==> config.mk <==
export PLATFORM = sky130hd
export DESIGN_NAME = mc_scheduler
export DESIGN_NICKNAME = d
export VERILOG_FILES = /design/src/rtl/mc_scheduler.sv
export SDC_FILE = /design/constraint.sdc
export NUM_CORES = 1
export LEC_CHECK = 0
export CAP_MARGIN = 30
export CORE_ASPECT_RATIO = 1.1
export CORE_UTILIZATION = 46
export CTS_BUF_LIST = sky130_fd_sc_hd__clkbuf_2
export DETAILED_ROUTE_END_ITERATION = 10
export PLACE_DENSITY = 0.79
export SLEW_MARGIN = 40
export SYNTH_ARGS = -nofsm -noshare
export SYNTH_HDL_FRONTEND = slang
export SYNTH_SLANG_ARGS = --single-unit
==> constraint.sdc <==
create_clock -name clk -period 3.1 [get_ports clk]
set_input_delay 0.31 -clock clk [delete_from_list [all_inputs] [get_ports clk]]
set_output_delay 0.31 -clock clk [all_outputs]
set_load 0.01 [all_outputs]
==> src/rtl/mc_scheduler.sv <==
`default_nettype none
// ============================================================================
//  Module      : mc_scheduler
//  Description : Run-level scheduler for the Monte-Carlo option-pricing
//                engine. Dispatches incoming paths round-robin to free MC
//                cores, collects one payoff per path, accumulates them and
//                reports the averaged price at the end of each run.
//  Revision    : 1.0 - initial release
// ============================================================================
module mc_scheduler #(
    parameter int CORE_NUM   = 4,
    parameter int DW         = 12,
    parameter int LOG2_PATHS = 10
) (
    input  logic                   clk,
    input  logic                   rst_n,
    input  logic                   start,
    input  logic [DW-1:0]          K,
    input  logic                   path_valid,
    output logic                   path_ready,
    input  logic [DW-1:0]          path,
    input  logic [CORE_NUM-1:0]    core_ready,
    output logic [CORE_NUM-1:0]    core_path_valid,
    output logic [DW-1:0]          core_path,
    output logic [DW-1:0]          core_K,
    input  logic [CORE_NUM-1:0]    core_res_valid,
    input  logic [CORE_NUM*DW-1:0] core_res,
    output logic [CORE_NUM-1:0]    core_res_ack,
    output logic [DW-1:0]          price,
    output logic                   done,
    output logic                   busy
);

    // ------------------------------------------------------------------------
    // Derived sizes
    // ------------------------------------------------------------------------
    localparam int PW = (CORE_NUM > 1) ? $clog2(CORE_NUM) : 1;   // pointer width
    localparam int CW = LOG2_PATHS + 1;                          // path counters
    localparam int AW = DW + LOG2_PATHS;                         // accumulator

    // Run length N and N-1 expressed at counter width.
    localparam logic [CW-1:0] N_CNT  = {1'b1, {LOG2_PATHS{1'b0}}};
    localparam logic [CW-1:0] N_LAST = {1'b0, {LOG2_PATHS{1'b1}}};
    localparam logic [PW-1:0] PTR_MAX = PW'(CORE_NUM - 1);

    // Run state machine encoding
    localparam logic [1:0] S_IDLE  = 2'd0;
    localparam logic [1:0] S_RUN   = 2'd1;
    localparam logic [1:0] S_DRAIN = 2'd2;
    localparam logic [1:0] S_DONE  = 2'd3;

    // ------------------------------------------------------------------------
    // State and datapath registers
    // ------------------------------------------------------------------------
    logic [1:0]          state;
    logic [1:0]          state_nxt;
    logic [DW-1:0]       strike;
    logic [DW-1:0]       path_q;
    logic [DW-1:0]       price_q;
    logic [AW-1:0]       acc;
    logic [CW-1:0]       disp_cnt;
    logic [CW-1:0]       res_cnt;
    logic [PW-1:0]       disp_ptr;
    logic [PW-1:0]       res_ptr;
    // Core strobed last cycle; its core_ready is still the stale pre-strobe value.
    logic [CORE_NUM-1:0] pending;

    // ------------------------------------------------------------------------
    // Combinational helpers
    // ------------------------------------------------------------------------
    logic [CORE_NUM-1:0] eligible;
    logic [CORE_NUM-1:0] sel_oh;
    logic [CORE_NUM-1:0] rsel_oh;
    logic [PW-1:0]       sel;
    logic [PW-1:0]       rsel;
    logic [PW-1:0]       sel_inc;
    logic [PW-1:0]       rsel_inc;
    logic                sel_found;
    logic                rsel_found;
    logic [DW-1:0]       payoff;
    logic [AW-1:0]       acc_sum;
    logic                accept;
    logic                xfer;
    logic                collect_en;
    logic                ack_fire;
    logic                last_ack;
    logic                last_disp;

    assign eligible   = core_ready & ~pending;
    assign accept     = (state == S_IDLE) && start;
    assign xfer       = path_valid && path_ready;
    assign collect_en = ((state == S_RUN) || (state == S_DRAIN)) && (res_cnt < N_CNT);
    assign ack_fire   = collect_en && rsel_found;
    assign last_ack   = ack_fire && (res_cnt == N_LAST);
    assign last_disp  = xfer && (disp_cnt == N_LAST);

    assign sel_inc    = (sel  == PTR_MAX) ? '0 : sel  + 1'b1;
    assign rsel_inc   = (rsel == PTR_MAX) ? '0 : rsel + 1'b1;

    // Payoffs are unsigned; zero-extend into the accumulator.
    assign acc_sum    = acc + {{LOG2_PATHS{1'b0}}, payoff};

    assign core_res_ack    = collect_en ? rsel_oh : '0;
    assign core_path_valid = pending;
    assign core_path       = path_q;
    assign core_K          = strike;
    assign price           = price_q;

    // Dispatch pick: first eligible core at or above disp_ptr, else lowest below it.
    always_comb begin
        sel       = '0;
        sel_oh    = '0;
        sel_found = 1'b0;
        for (int i = 0; i < CORE_NUM; i++) begin
            if (!sel_found && eligible[i] && (PW'(i) >= disp_ptr)) begin
                sel_found = 1'b1;
                sel       = PW'(i);
                sel_oh[i] = 1'b1;
            end
        end
        for (int i = 0; i < CORE_NUM; i++) begin
            if (!sel_found && eligible[i]) begin
                sel_found = 1'b1;
                sel       = PW'(i);
                sel_oh[i] = 1'b1;
            end
        end
    end

    // Collection pick: same rotating priority over core_res_valid from res_ptr.
    always_comb begin
        rsel       = '0;
        rsel_oh    = '0;
        rsel_found = 1'b0;
        for (int i = 0; i < CORE_NUM; i++) begin
            if (!rsel_found && core_res_valid[i] && (PW'(i) >= res_ptr)) begin
                rsel_found = 1'b1;
                rsel       = PW'(i);
                rsel_oh[i] = 1'b1;
            end
        end
        for (int i = 0; i < CORE_NUM; i++) begin
            if (!rsel_found && core_res_valid[i]) begin
                rsel_found = 1'b1;
                rsel       = PW'(i);
                rsel_oh[i] = 1'b1;
            end
        end
    end

    // Payoff mux driven by the one-hot collection pick.
    always_comb begin
        payoff = '0;
        for (int i = 0; i < CORE_NUM; i++) begin
            if (rsel_oh[i]) begin
                payoff = core_res[i*DW +: DW];
            end
        end
    end

    // ------------------------------------------------------------------------
    // Run FSM
    // ------------------------------------------------------------------------
    // State register.
    always_ff @(posedge clk or negedge rst_n) begin
        if (!rst_n) begin
            state <= S_IDLE;
        end else begin
            state <= state_nxt;
        end
    end

    // Next-state logic; finishing collection takes priority over any other move.
    always_comb begin
        state_nxt = state;
        case (state)
            S_IDLE: begin
                if (start) begin
                    state_nxt = S_RUN;
                end
            end
            S_RUN: begin
                if (last_ack) begin
                    state_nxt = S_DONE;
                end else if (last_disp) begin
                    state_nxt = S_DRAIN;
                end
            end
            S_DRAIN: begin
                if (last_ack) begin
                    state_nxt = S_DONE;
                end
            end
            S_DONE: begin
                state_nxt = S_IDLE;
            end
            default: begin
                state_nxt = S_IDLE;
            end
        endcase
    end

    // State-decoded outputs; path_ready never looks at path_valid.
    always_comb begin
        path_ready = 1'b0;
        busy       = 1'b0;
        done       = 1'b0;
        case (state)
            S_RUN: begin
                busy       = 1'b1;
                path_ready = (disp_cnt < N_CNT) && (eligible != '0);
            end
            S_DRAIN: begin
                busy = 1'b1;
            end
            S_DONE: begin
                busy = 1'b1;
                done = 1'b1;
            end
            default: begin
                busy = 1'b0;
            end
        endcase
    end

    // ------------------------------------------------------------------------
    // Datapath
    // ------------------------------------------------------------------------
    // Strike latch and dispatch side: path register, strobe/pending, pointer, count.
    always_ff @(posedge clk or negedge rst_n) begin
        if (!rst_n) begin
            strike   <= '0;
            path_q   <= '0;
            pending  <= '0;
            disp_ptr <= '0;
            disp_cnt <= '0;
        end else begin
            pending <= xfer ? sel_oh : '0;
            if (accept) begin
                strike   <= K;
                disp_ptr <= '0;
                disp_cnt <= '0;
            end
            if (xfer) begin
                path_q   <= path;
                disp_ptr <= sel_inc;
                disp_cnt <= disp_cnt + 1'b1;
            end
        end
    end

    // Collection side: accumulate acked payoffs and publish the average on the last one.
    always_ff @(posedge clk or negedge rst_n) begin
        if (!rst_n) begin
            acc     <= '0;
            res_ptr <= '0;
            res_cnt <= '0;
            price_q <= '0;
        end else begin
            if (accept) begin
                acc     <= '0;
                res_ptr <= '0;
                res_cnt <= '0;
            end
            if (ack_fire) begin
                acc     <= acc_sum;
                res_ptr <= rsel_inc;
                res_cnt <= res_cnt + 1'b1;
                if (last_ack) begin
                    price_q <= acc_sum[AW-1:LOG2_PATHS];
                end
            end
        end
    end

endmodule
`default_nettype wire
# Word level (Yosys, flattened, before mapping)
# Index checks and enable logic that the tools add are counted.
# Widths: inputs -> output; s select.
# totals
out_inout_bits	47
elab_cells	155
regBits	90
# op_classes
muxes	67
n_lt_le_gt_ge	10
n_reduce_logical	51
n_addsub	5
n_eq_ne	10
bitwise	2
# ops
op	n
$mux 12	4
$mux 22	2
$mux 2	21
$mux 1	34
$mux 11	3
$logic_and 1x1->1	29
$add 11x1->11 const B	2
$add 22x12->22	1
$eq 11x10->1 const B	2
$lt 11x11->1 const B	2
$logic_not 1->1	14
$eq 2x2->1 const B	4
$ge 1x2->1 const A	4
$ge 2x2->1 const A	4
$mux 4	2
$pmux 2 s4	1
$add 2x1->2 const B	2
$and 4x4->4	1
$ne 2x2->1 const B	2
$not 4->4	1
$reduce_bool 2->1	2
$reduce_bool 4->1	1
$ne 3x3->1 const B	1
$reduce_and 3->1	1
other kinds (5)	5

# Logic depth before layout (Yosys ltp)
# Gate-level depths: netlist of run 1.
# depth
depth_word	31
ltp_mapped	17
ltp_nobuf	15

# Worst setup path before layout of run 1
# OpenSTA, ideal clock, no wires.
# synth_timing
kind	reg-to-reg
start	register res_ptr[1]
end	register price_q[10], in the netlist price[10]
n_path_buf	2
setup_ns	0.124
arrival_ns	3.096
stages_incl_launch_ff	17
setup_slack_ns	-0.120
synth_period_minus_slack_ns	3.220
path_cell_list	dfrtp_1 > clkbuf_1 > o21ai_0 > a21oi_1 > o21a_1 > clkbuf_1 > a222oi_1 > nand2_1 > ha_1 > inv_1 > fa_1 > nor2b_4 > o2111ai_1 > a21oi_1 > o31a_4 > a31oi_1 > o31a_1
# synth_via
elab_chain_cells	30
# synth_rtl
element	line_no	rtl
start, declared	64	logic [PW-1:0] res_ptr;
start signal, assigned	267	res_ptr <= rsel_inc;
branches (longest 30 deep; another with $ge 1x2->1)	-	
end signal, assigned	270	price_q <= acc_sum[AW-1:LOG2_PATHS];
end, declared	59	logic [DW-1:0] price_q;
# Several ways; the timed one is not identified.
# A chain may end at the register's enable or synchronous reset.

# Worst setup path after layout of run 1
# layout_timing
start	register res_ptr[1]
end	register price_q[5], in the netlist price[5]
# The elaborated chain is that of the path after synthesis.

==> impl_metrics.tcl, run 1 <==
set metrics [dict create \
    worst_path_dominant_cell_family "compound AO/OA/AOI/OAI gates" \
    post-route-drc-count 0 \
    timing.critical_path.arrival_ns 3.82 \
    outcome "finished with violations" \
    critical_path.max_stage_delay_ns 0.53 \
    gp_congestion 0.916 \
    critical_path.cell_chain "buf_6, o21ai_4, a21oi_2, o21a_2, buf_12, a222oi_1, nand2_1, ha_1, a21oi_1, o211ai_1, a21bo_4, buf_4, o2111ai_2, xor2_1, o21ai_1" \
    p_per_area_nw_per_um2 684 \
    number_of_enable_flip_flop_cells_after_synthesis 0 \
    drt.antenna.violating_nets 0 \
    ys_top_cells_by_area "sky130_fd_sc_hd__dfrtp_1, sky130_fd_sc_hd__nand2_1, sky130_fd_sc_hd__o21ai_0, sky130_fd_sc_hd__ha_1, sky130_fd_sc_hd__nand3_1" \
    cts.reportedPaths.clkPinSlew_ns 0.25 \
    criticalPathCategory "register to register" \
    warnings_from_yosys 0 \
    grt_start_max_net_pins 47 \
    hpwlAfterDp_um 10200 \
    crit_path_end_kind "register" \
    cells_after_synth 578 \
    die_y_um 112 \
    number_of_port_buffers 130 \
    clockBufferDepth 2 \
    power.ir.vdd_worst_uv 421 \
    initial_antenna_violation_count 1 \
    grt_overflow_total 0 \
    slew_limit_headroom_pct 53.2 \
    synth_fp_nets 684 \
    fin_ws_ns -0.254 \
    timing.critical_path.slowest_stage_cell "sky130_fd_sc_hd__dfrtp_2" \
    tritoncts_num_sinks 90 \
    io_pins 131 \
    die_x_um 102 \
    setup_viol_count_final 20 \
    grt_use_total_pct 25.5 \
    netlist.area_leader.share_pct 44.1 \
    worst_skew_pair.late_latency_ns 0.57 \
    tightest_slew_ns 0.701 \
    post_synth_most_frequent_cells "sky130_fd_sc_hd__nand2_1, sky130_fd_sc_hd__dfrtp_1, sky130_fd_sc_hd__o21ai_0" \
    syn_avg_cell_area_sq_um 8.83 \
    synth_area_sq_um 5100 \
    area_of_the_multi_input_gates_sq_um 2980 \
    cp_num_buf_inv 3 \
    yosys_most_used_dff "sky130_fd_sc_hd__dfrtp_1" \
    layout_worst_path_cycle_share_pct 108 \
    fin_worst_skew_ns 0.0324 \
    routed-via-count 5173 \
    cts_tree "done" \
    layout-area-overhead-vs-synth_pct 47.3 \
    drt-vias-per-instance 5.70 \
    number_of_different_library_cells_in_the_post_synthesis_netlist 56 \
    route.final.wire_length_um 15200 \
    maxCapViolations 0 \
    num_rows 39 \
    detail_route.first_pass.iterations 6 \
    dr.first_iter.drc_count 385 \
    synth-async-reset-ratio_pct 100 \
    vias_in_the_first_global_route 4928 \
    min_path_type "input port to asynchronous set/reset pin" \
    startpoint_type "register" \
    cts_htree_levels 3 \
    nets 864 \
    timing.critical_path.fanout_max 6 \
    synth.largest_area_cell "sky130_fd_sc_hd__dfrtp_1" \
    timing.final.hold_violations 0 \
    final.fill_count 791 \
    clock_root_buffer "sky130_fd_sc_hd__clkbuf_2" \
    highest_clock_frequency_the_design_can_meet_ghz 0.298 \
    synth-seq-area-share_pct 44.1 \
    wire_per_inst_um 16.7 \
    cts-buffers-inserted 9 \
    share_of_final_layout_standard_cells_stronger_than_drive_strength_1_pct 19.5 \
    grt_first_pass_wirelength_um 23200 \
    placeableCoreArea_sq_um 10600 \
    grt_setup_unrepaired "yes" \
    final_util_pct 71.0 \
    p_leak_nw 3.35 \
    floorplan.die_area_sq_um 11500 \
    required_ns 3.57 \
    post-synth-top-count-cell "sky130_fd_sc_hd__nand2_1" \
    ys_seq_elements 90 \
    clock_period_minus_final_worst_setup_slack_ns 3.35 \
    initial_core_util_pct 48.2 \
    violations "setup timing" \
    dp_cells 872 \
    seqCellArea_sq_um 2250 \
    fin_cells 907 \
    report.final.slew_viol_count 0 \
]
path summary, 6_finish.rpt:
path | from | endpoint | slack, ns | cells after the start
min in group clk | path[8] | core_path[8]$_DFFE_PN0P_ | 0.23 | 3
hold / removal | rst_n | core_K[8]$_DFFE_PN0P_ | 0.23 | 2
hold reg to reg | core_path[11]$_DFFE_PN0P_ | core_path[11]$_DFFE_PN0P_ | 0.50 | 2
setup reg to reg | res_ptr[1]$_DFFE_PN0P_ | price[5]$_DFFE_PN0P_ | -0.25 | 15
setup / recovery | res_ptr[1]$_DFFE_PN0P_ | price[5]$_DFFE_PN0P_ | -0.25 | 15
max in group asynchronous | rst_n | price[5]$_DFFE_PN0P_ | 2.06 | 3
cell families (layout without fill, tap and decap cells):
family | Yosys count | after routing | share of synthesized area, %
adders and majority gates | 22 | 22 | 5.54
buffers and inverters | 51 | 236 | 3.95
AOI/OAI and AO/OA | 163 | 163 | 21.0
xor gates and xnor gates | 17 | 17 | 2.92
and+or+nand+nor | 220 | 220 | 19.2
muxes | 15 | 15 | 3.24
other | 0 | 1 | 0
DFF | 90 | 90 | 44.1
repair_timing:
item | in CTS | in global routing
buffers inserted | 10 | 8
setup endpoints to repair | 22 | 26
hold buffers | 1 | 0
pin swaps | 25 | 47
hold endpoints to repair | 44 | 0
cloned | 0 | 1
resized for setup | 30 | 42
stage by stage:
stage | instance area, sq um | total power, mW | setup WS (ns) | hold WS (ns) | TNS, ns
after CTS | 7240 | 4.65 | -0.0988 | 0.195 | -0.720
after detailed placement | 6910 | 3.72 | -0.590 | 0.347 | -11.76
final | 7510 | 5.14 | -0.254 | 0.226 | -3.47
after global routing | 7510 | 5.45 | -0.406 | 0.223 | -7.21
after floorplan | 5150 | 2.90 | 0.00172 | 0.0144 | 0
after global placement | 6900 | 3.63 | -0.449 | 0.345 | -9.08
cells in the final DEF, fill, tap and decap left out, types with 4 or more instances in the layout:
| cell | synthesis | routed |
|---|---|---|
| sky130_fd_sc_hd__buf_6 | 1 | 11 |
| sky130_fd_sc_hd__xnor2_1 | 6 | 6 |
| sky130_fd_sc_hd__o21ai_1 | 0 | 11 |
| sky130_fd_sc_hd__ha_4 | 0 | 9 |
| sky130_fd_sc_hd__a222oi_1 | 11 | 11 |
| sky130_fd_sc_hd__clkdlybuf4s50_1 | 0 | 129 |
| sky130_fd_sc_hd__clkbuf_2 | 1 | 11 |
| sky130_fd_sc_hd__a21oi_1 | 28 | 15 |
| sky130_fd_sc_hd__mux2_2 | 12 | 12 |
| sky130_fd_sc_hd__and3_1 | 9 | 9 |
| sky130_fd_sc_hd__buf_4 | 0 | 55 |
| sky130_fd_sc_hd__nand2_1 | 118 | 118 |
| sky130_fd_sc_hd__inv_1 | 22 | 20 |
| sky130_fd_sc_hd__nor2_1 | 28 | 28 |
| sky130_fd_sc_hd__dfrtp_1 | 90 | 89 |
| sky130_fd_sc_hd__a21o_1 | 6 | 6 |
| sky130_fd_sc_hd__nand4_1 | 7 | 7 |
| sky130_fd_sc_hd__nor3_1 | 5 | 5 |
| sky130_fd_sc_hd__o31ai_1 | 6 | 6 |
| sky130_fd_sc_hd__o21ai_0 | 60 | 45 |
| sky130_fd_sc_hd__ha_1 | 21 | 11 |
| sky130_fd_sc_hd__a21oi_2 | 0 | 10 |
| sky130_fd_sc_hd__xor2_1 | 11 | 11 |
| sky130_fd_sc_hd__nand2b_1 | 9 | 9 |
| sky130_fd_sc_hd__a31oi_1 | 10 | 10 |
| sky130_fd_sc_hd__nand3_1 | 30 | 29 |
| sky130_fd_sc_hd__and2_1 | 4 | 4 |
| sky130_fd_sc_hd__o211ai_1 | 6 | 6 |
final cells by class:
class	count	share of cell area (%)
Clock inverter	5	1.05
Antenna cell	1	0.0333
Inverter	22	1.10
Timing Repair Buffer	198	25.1
Multi-Input combinational cell	437	39.7
Sequential cell	90	30.0
Tap cell	143	2.38
Clock buffer	11	0.733
per-layer routing:
| layer | global-route usage [%] | wire, um |
|---|---|---|
| met1 | 33.2 | 6290 |
| met5 | 0 | 0 |
| met3 | 3.55 | 904 |
| met2 | 41.8 | 7630 |
| met4 | 11.2 | 363 |
registers in the layout (all words and copies together) (netlist names):
signal,flops
disp_cnt,11
acc,22
res_ptr,2
price,12
disp_ptr,2
core_path,12
core_K,12
res_cnt,11
core_path_valid,4
state,2
where the power goes:
part           leakage [nW]  total (mW)  switching (mW)  internal, mW
Sequential             1.17        1.68           0.278          1.40
Combinational          2.09        2.79            1.32          1.48
Clock                0.0859       0.672           0.399         0.273
No activity file was read; power rests on OpenSTA's default activity.
==> run 2, diff against run 1 <==
--- a/config.mk
+++ b/config.mk
@@ -7,10 +7,9 @@
 export LEC_CHECK = 0
 export CAP_MARGIN = 30
 export CORE_ASPECT_RATIO = 1.1
-export CORE_UTILIZATION = 46
-export CTS_BUF_LIST = sky130_fd_sc_hd__clkbuf_2
+export CORE_UTILIZATION = 45
 export DETAILED_ROUTE_END_ITERATION = 10
-export PLACE_DENSITY = 0.79
+export PLACE_DENSITY = 0.77
 export SLEW_MARGIN = 40
 export SYNTH_ARGS = -nofsm -noshare
 export SYNTH_HDL_FRONTEND = slang
==> impl_metrics.tcl, run 2 (synthesis results as in run 1) <==
set metrics [dict create \
    final.fill_count 823 \
    initial_core_util_pct 46.6 \
    post-route-drc-count 0 \
    cts.reportedPaths.clkPinSlew_ns 0.07 \
    violations "setup timing" \
    min_path_type "input port to asynchronous set/reset pin" \
    setup_viol_count_final 19 \
    timing.critical_path.arrival_ns 3.51 \
    drt.antenna.violating_nets 0 \
    hold-worst-slack_ns 0.0184 \
    final_util_pct 68.9 \
    layout-area-overhead-vs-synth_pct 48.0 \
    most_flops_register "acc" \
    slew_limit_headroom_pct 52.7 \
    grt_overflow_total 0 \
    fin_worst_skew_ns 0.0112 \
    nets 851 \
    critical_path.cell_chain "inv_2, a21oi_2, o221a_4, bufbuf_16, a222oi_1, nand2_1, ha_4, a21o_1, o31a_4, buf_8, or2_0, a31oi_1" \
    timing.critical_path.slowest_stage_cell "sky130_fd_sc_hd__dfrtp_2" \
    layout_common_cells "sky130_fd_sc_hd__clkdlybuf4s50_1, sky130_fd_sc_hd__nand2_1, sky130_fd_sc_hd__dfrtp_1" \
    timing.critical_path.fanout_max 8 \
    initial_antenna_violation_count 0 \
    clock_root_buffer "sky130_fd_sc_hd__clkbuf_16" \
    timing.final.hold_violations 0 \
    routed-via-count 5056 \
    reg2reg_from "res_ptr[1]$_DFFE_PN0P_" \
    highest_clock_frequency_the_design_can_meet_ghz 0.308 \
    grt_use_total_pct 24.6 \
    criticalPathCategory "register to register" \
    tightest_slew_ns 0.709 \
    die_y_um 114 \
    p_per_area_nw_per_um2 711 \
    drt-vias-per-instance 5.64 \
    maxCapViolations 0 \
    outcome "finished with violations" \
    diodes 0 \
    cts_htree_levels 3 \
    cts-buffers-inserted 9 \
    grt_first_pass_wirelength_um 23300 \
    clockBufferDepth 2 \
    critical_path.max_stage_delay_ns 0.46 \
    number_of_port_buffers 130 \
    gp_congestion 0.943 \
    worst_path_dominant_cell_family "compound AO/OA/AOI/OAI gates" \
    power.ir.vdd_worst_uv 387 \
    setup.reg_to_reg.worst_slack_ns -0.15 \
    area_of_the_multi_input_gates_sq_um 2910 \
    detail_route.first_pass.iterations 7 \
    num_rows 40 \
    cp_num_buf_inv 3 \
    report.final.slew_viol_count 0 \
    final_common_cell "sky130_fd_sc_hd__clkdlybuf4s50_1" \
    layout_worst_path_cycle_share_pct 105 \
    grt_start_max_net_pins 56 \
    route.final.wire_length_um 14600 \
    cts_tree "done" \
    crit_path_end_kind "register" \
    wire_per_inst_um 16.3 \
    floorplan.die_area_sq_um 11800 \
    die_x_um 104 \
    share_of_final_layout_standard_cells_stronger_than_drive_strength_1_pct 17.9 \
    worst_skew_pair.late_latency_ns 0.34 \
    startpoint_type "register" \
    post_cts_hold_buffer_count 0 \
    seqCellArea_sq_um 2250 \
    io_pins 131 \
    hpwlAfterDp_um 10000 \
    placeableCoreArea_sq_um 11000 \
    largest_register_ffs 22 \
    vias_in_the_first_global_route 4887 \
    fin_ws_ns -0.148 \
    p_leak_nw 3.37 \
    dr.first_iter.drc_count 276 \
    tritoncts_num_sinks 90 \
    grt_setup_unrepaired "yes" \
    clock_period_minus_final_worst_setup_slack_ns 3.25 \
    required_ns 3.36 \
    r2r_end "acc[12]$_DFFE_PN0P_" \
    r2r.worst_path.cells 12 \
]
==> run 2: cell types whose count changed in the layout (fill, tap and decap cells not counted), sizes merged, moves of 2 or more <==
cell,before,now
clkdlybuf4s50,129,126
buf,67,55
clkbuf,12,10
dlygate4sd2,0,3
==> run 2: through the flow <==
| stage | std cells | area [sq um] | power, mW | setup slack (ns) | setup TNS (ns) |
|---|---|---|---|---|---|
| finish | 897 | 7550 | 5.37 | -0.148 | -1.48 |
| global route | 897 | 7550 | 5.69 | -0.301 | -4.78 |
| CTS | 894 | 7440 | 5.17 | -0.0636 | -0.544 |
| detailed placement | 869 | 6880 | 3.67 | -0.558 | -11.53 |
| global placement | 869 | 6880 | 3.56 | -0.475 | -9.31 |
| floorplan | 578 | 5150 | 2.90 | 0.00172 | 0 |
==> run 2: final cells by class <==
cell class,instances,area share [%]
inverters,22,1.09
well taps,147,2.44
repair buffers,185,23.8
flip-flops and latches,90,29.8
clock buffers,10,3.16
clock inverters,6,1.16
multi-input cells,437,38.5
==> run 2: report_power, final <==
part | leakage [nW] | internal (mW) | switching (mW)
combinational | 2.04 | 1.31 | 1.19
sequential | 1.17 | 1.40 | 0.268
clock | 0.163 | 0.730 | 0.464
==> run 2: worst max path at each step <==
stage | startpoint | to | slack (ns) | cells past startpoint
5_1_grt | res_ptr[1]$_DFFE_PN0P_ | acc[15]$_DFFE_PN0P_ | -0.30 | 13
2_1_floorplan | res_ptr[0]$_DFFE_PN0P_ | acc[16]$_DFFE_PN0P_ | 0.002 | 16
6_report | res_ptr[1]$_DFFE_PN0P_ | acc[12]$_DFFE_PN0P_ | -0.15 | 12
3_3_place_gp | core_res_valid[2] | price[10]$_DFFE_PN0P_ | -0.47 | 15
4_1_cts | res_ptr[1]$_DFFE_PN0P_ | price[10]$_DFFE_PN0P_ | -0.06 | 13
3_5_place_dp | core_res_valid[2] | acc[13]$_DFFE_PN0P_ | -0.56 | 16
==> run 2: worst register-to-register path, delay by kind of cell (launching register included) <==
kind                     cells  cell delay, ns
AO/OA/AOI/OAI                6            1.53
buffers and inverters        3            0.52
adder cells (fa/ha/maj)      1            0.27
AND/OR/NAND/NOR              2            0.39
flip-flops                   1            0.46
==> run 2: repair_timing <==
item,CTS,global route
gates cloned,1,0
buffers inserted,8,4
pin swaps,23,22
resized for setup,31,23
setup endpoints to repair,22,26
==> run 2: layer usage <==
layer	up-vias	wire (um)	GRT usage, %
li1	2409	-	-
met1	2475	6290	30.1
met2	148	7400	42.7
met3	24	686	4.80
met4	0	275	10.1
met5	-	0	0
==> run 3, diff against run 2 <==
--- a/config.mk
+++ b/config.mk
@@ -6,7 +6,7 @@
 export NUM_CORES = 1
 export LEC_CHECK = 0
 export CAP_MARGIN = 30
-export CORE_ASPECT_RATIO = 1.1
+export CORE_MARGIN = 2
 export CORE_UTILIZATION = 45
 export DETAILED_ROUTE_END_ITERATION = 10
 export PLACE_DENSITY = 0.77
==> impl_metrics.tcl, run 3 (synthesis results as in run 1) <==
set metrics [dict create \
    power.ir.vdd_worst_uv 395 \
    initial_core_util_pct 46.7 \
    drt.antenna.violating_nets 0 \
    diodes 0 \
    wire_per_inst_um 16.6 \
    setup.reg_to_reg.worst_slack_ns -0.07 \
    grt_setup_unrepaired "yes" \
    report.final.slew_viol_count 0 \
    floorplan.die_area_sq_um 12200 \
    gp_congestion 0.920 \
    post-layout-total-power_mw 5.14 \
    layout_common_cells "sky130_fd_sc_hd__clkdlybuf4s50_1, sky130_fd_sc_hd__nand2_1, sky130_fd_sc_hd__dfrtp_1" \
    share_of_final_layout_standard_cells_stronger_than_drive_strength_1_pct 18.7 \
    grt_use_total_pct 24.5 \
    reg2reg_from "res_ptr[1]$_DFFE_PN0P_" \
    layout_worst_path_cycle_share_pct 102 \
    place_ws_ns -0.616 \
    io_pins 131 \
    route.final.wire_length_um 14900 \
    clock_period_minus_final_worst_setup_slack_ns 3.18 \
    maxCapViolations 0 \
    worst_skew_pair.late_latency_ns 0.35 \
    violations "setup timing" \
    final_common_cell "sky130_fd_sc_hd__clkdlybuf4s50_1" \
    grt_first_pass_wirelength_um 24800 \
    required_ns 3.37 \
    dr.first_iter.drc_count 418 \
    timing.critical_path.arrival_ns 3.44 \
    p_leak_nw 3.34 \
    die_x_um 110 \
    placeableCoreArea_sq_um 10900 \
    fin_worst_skew_ns 0.00740 \
    post_cts_hold_buffer_count 0 \
    cts.reportedPaths.clkPinSlew_ns 0.06 \
    initial_antenna_violation_count 0 \
    r2r.worst_path.cells 14 \
    clock_root_buffer "sky130_fd_sc_hd__clkbuf_16" \
    largest_register_ffs 22 \
    vias_in_the_first_global_route 5187 \
    startpoint_type "input port" \
    crit_path_end_kind "register" \
    setup_viol_count_final 11 \
    timing.critical_path.fanout_max 10 \
    highest_clock_frequency_the_design_can_meet_ghz 0.315 \
    min_path_type "input port to asynchronous set/reset pin" \
    drt-vias-per-instance 5.65 \
    critical_path.startpoint "core_res_valid[3]" \
    grt_overflow_total 0 \
    cts_tree "done" \
    layout-area-overhead-vs-synth_pct 46.6 \
    grt_start_max_net_pins 54 \
    routed-via-count 5056 \
    p_per_area_nw_per_um2 687 \
    die_y_um 110 \
    number_of_port_buffers 130 \
    outcome "finished with violations" \
    cts-buffers-inserted 9 \
    cts_htree_levels 3 \
    criticalPathCategory "input port to register" \
    nets 857 \
    post-route-drc-count 0 \
    fin_ws_ns -0.0768 \
    timing.final.hold_violations 0 \
    tightest_slew_ns 0.702 \
    tritoncts_num_sinks 90 \
    slew_limit_headroom_pct 53.2 \
    most_flops_register "acc" \
    detail_route.first_pass.iterations 5 \
    num_rows 38 \
    hpwlAfterDp_um 10400 \
    clockBufferDepth 2 \
]
==> run 3: cell types whose count changed in the layout (fill, tap and decap cells not counted), moves of 2 or more <==
cell | previous run | this run
sky130_fd_sc_hd__o2111ai_4 | 0 | 2
sky130_fd_sc_hd__bufinv_16 | 2 | 0
sky130_fd_sc_hd__buf_4 | 46 | 55
sky130_fd_sc_hd__o2111ai_2 | 4 | 2
sky130_fd_sc_hd__buf_12 | 3 | 0
sky130_fd_sc_hd__o21ai_0 | 53 | 47
sky130_fd_sc_hd__nor2_2 | 1 | 3
sky130_fd_sc_hd__nor2_1 | 27 | 24
sky130_fd_sc_hd__o21ai_1 | 5 | 10
sky130_fd_sc_hd__a21oi_2 | 10 | 12
sky130_fd_sc_hd__ha_1 | 13 | 15
==> run 3: timing repair <==
action                                  CTS  global route
endpoints found under the setup margin   24            25
setup buffers                             9             2
gates resized for setup                  26            38
endpoints found under the hold margin     0             0
gates cloned                              1             0
pin swaps                                28            33
==> run 3: power breakdown <==
part | leakage, nW | internal (mW) | switching (mW)
clock | 0.132 | 0.542 | 0.482
combinational | 2.05 | 1.26 | 1.21
sequential | 1.17 | 1.40 | 0.250
total | 3.34 | 3.20 | 1.94
==> run 3: stage by stage <==
step / instances / setup TNS (ns) / utilization [%] / instance area [sq um] / hold slack [ns]
finish: 895 / -0.445 / 68.4 / 7480 / 0.00799
global route: 895 / -3.77 / 68.4 / 7480 / 0.0643
CTS: 894 / -0.763 / 66.8 / 7300 / 0.0334
detailed placement: 869 / -13.38 / 63.0 / 6890 / 0.402
global placement: 869 / -11.38 / 63.0 / 6890 / 0.384
floorplan: 578 / 0 / - / 5150 / 0.0144
==> run 3: path summary, 6_finish.rpt <==
check / endpoint
worst max-delay path: acc[12]$_DFFE_PN0P_
worst min-delay path: core_K[10]$_DFFE_PN0P_
worst max register to register: acc[12]$_DFFE_PN0P_
worst min register to register: res_cnt[10]$_DFFE_PN0P_
max in group asynchronous: core_path_valid[3]$_DFF_PN0_
min in group clk: res_cnt[10]$_DFFE_PN0P_
==> run 3: layer usage <==
layer	share of wire, %	GRT usage, %
met5	0	0
met3	5.1	4.34
met4	1.9	8.83
met1	43	31.4
met2	50	41.7
==> run 3: critical path, cell delays in order <==
cell and delay [ns]:
sky130_fd_sc_hd__clkdlybuf4s50_1 0.49, sky130_fd_sc_hd__nor2_2 0.16, sky130_fd_sc_hd__buf_4 0.16, sky130_fd_sc_hd__o21bai_2 0.08, sky130_fd_sc_hd__a21oi_2 0.18, sky130_fd_sc_hd__buf_4 0.14, sky130_fd_sc_hd__buf_4 0.16, sky130_fd_sc_hd__nand2_1 0.06
sky130_fd_sc_hd__nand2_1 0.15, sky130_fd_sc_hd__ha_4 0.23, sky130_fd_sc_hd__a21o_1 0.16, sky130_fd_sc_hd__a21oi_2 0.16, sky130_fd_sc_hd__a21oi_2 0.09, sky130_fd_sc_hd__o31a_4 0.38, sky130_fd_sc_hd__buf_6 0.15, sky130_fd_sc_hd__or2_0 0.20
sky130_fd_sc_hd__a31oi_1 0.16
==> run 3: cell type report <==
type | count | area, sq um
clock buffers | 9 | 225
clock inverters | 6 | 43.8
well taps | 140 | 175
inverters | 22 | 82.6
repair buffers | 191 | 1770
flip-flops and latches | 90 | 2250
fillers | 858 | 3450
multi-input cells | 437 | 2930
==> RTL change, RTL diff (flow settings as in run 3) <==
Make the reset (`rst_n`) synchronous in 3 clocked blocks.
--- a/src/rtl/mc_scheduler.sv
+++ b/src/rtl/mc_scheduler.sv
@@ -164,3 +164,3 @@
     // State register.
-    always_ff @(posedge clk or negedge rst_n) begin
+    always_ff @(posedge clk) begin
         if (!rst_n) begin
@@ -229,3 +229,3 @@
     // Strike latch and dispatch side: path register, strobe/pending, pointer, count.
-    always_ff @(posedge clk or negedge rst_n) begin
+    always_ff @(posedge clk) begin
         if (!rst_n) begin
@@ -252,3 +252,3 @@
     // Collection side: accumulate acked payoffs and publish the average on the last one.
-    always_ff @(posedge clk or negedge rst_n) begin
+    always_ff @(posedge clk) begin
         if (!rst_n) begin
Formal check against the unedited RTL: differs if rst_n is asserted again (counterexample within 4 cycles, from zero or initial values and one cycle with rst_n low); with rst_n held inactive, the same outputs for 10 cycles.
==> RTL change against run 3 <==
  * The run still ends with setup timing left
  * Sequential cell count unchanged
  * Critical path type is now reg -> reg
  * Maximum frequency down 0.87%
  * Setup slack worse by 0.028 ns
  * Area after synthesis down 2.4%
  * Global-route usage up 0.42 points
  * Power up 1.8%
  * Die area down 2.3%
  * Via count up 8.4%
  * Cell area up 0.13%
  * First-iteration DRC count up 11%
  * Register-to-register slack worse by 0.03 ns
  * Wire length up 6.8%
==> RTL change: results (changes against run 3) <==
route:
  first_pass_iters: 7  # +2
  wl_per_cell_um: 16.3  # -1.8%
  route.vias.total: 5483  # +8.4%
yosys:
  yosys-top-cells-area: "dfxtp_1 (36%), nand2_1 (8.9%), a21oi_1 (8.6%)"
  synth-async-reset-ratio: 0  # -1.00
  ys_seq_area_frac: 0.362  # -0.0798
  synth_nets: 765  # +12%
  ys_types: 60  # +7.1%
layout:
  fin_cells: 973  # +8.7%
  nets: 936  # +9.2%
timing:
  slew_headroom: 0.561  # +0.0292
  setup_viol: 5  # -6
  fin_ws_ns: -0.105  # -0.0278 ns
  whs_ns: 0.458  # +0.450 ns
  finalSetupTns_ns: -0.136  # +0.309 ns
place:
  hpwl_um: 10900  # +4.3%
clocking:
  clockRootBuffer: "clkbuf_8"
  cts-resized-gates: 20  # -23%
power:
  cellLeakagePower_nw: 2.81  # -16%
  peakVddDrop_mv: 0.309  # -22%
global_routing:
  grtUsageTotal: 0.249  # +0.00417
  grt_pass1_vias: 5115  # -1.4%
  grt_pass1_wl_um: 23800  # -4.0%
status:
  status: "finished, violations left"
  violations: "setup timing"
critical_path:
  cp_max_fo: 6  # -4
  r2r-start: "res_ptr[1]$_SDFFE_PN0P_"
  endpoint: "acc[15]$_SDFFE_PN0P_"
RTL change: cell types whose count changed in the layout (fill, tap and decap cells not counted), sizes merged, moves of 9 or more:
| cell | change |
|---|---|
| nor4 | +10 |
| mux2 | -12 |
| o21ai | -20 |
| a211oi | +9 |
| nor2 | +37 |
| a21oi | +59 |
| dfrtp | -90 |
| dfxtp | +90 |
RTL change: critical path, cell delays in order (launching register included):
cell and delay [ns]:
dfxtp_4 0.38, inv_4 0.06, a21oi_2 0.05, o221a_4 0.29
buf_12 0.14, a222oi_1 0.33, nand2_1 0.22, ha_4 0.34
nand2_4 0.08, nor4_4 0.34, a221oi_4 0.13, buf_6 0.15
or4_4 0.41, a31oi_1 0.20
RTL change: layout make-up:
cell class                      count  area (µm²)
Multi-Input combinational cell    517        3390
Fill cell                         849        3350
Timing Repair Buffer              195        1850
Sequential cell                    90        1810
Tap cell                          140         175
Clock buffer                       11         141
Inverter                           17        66.3
Clock inverter                      3        65.1
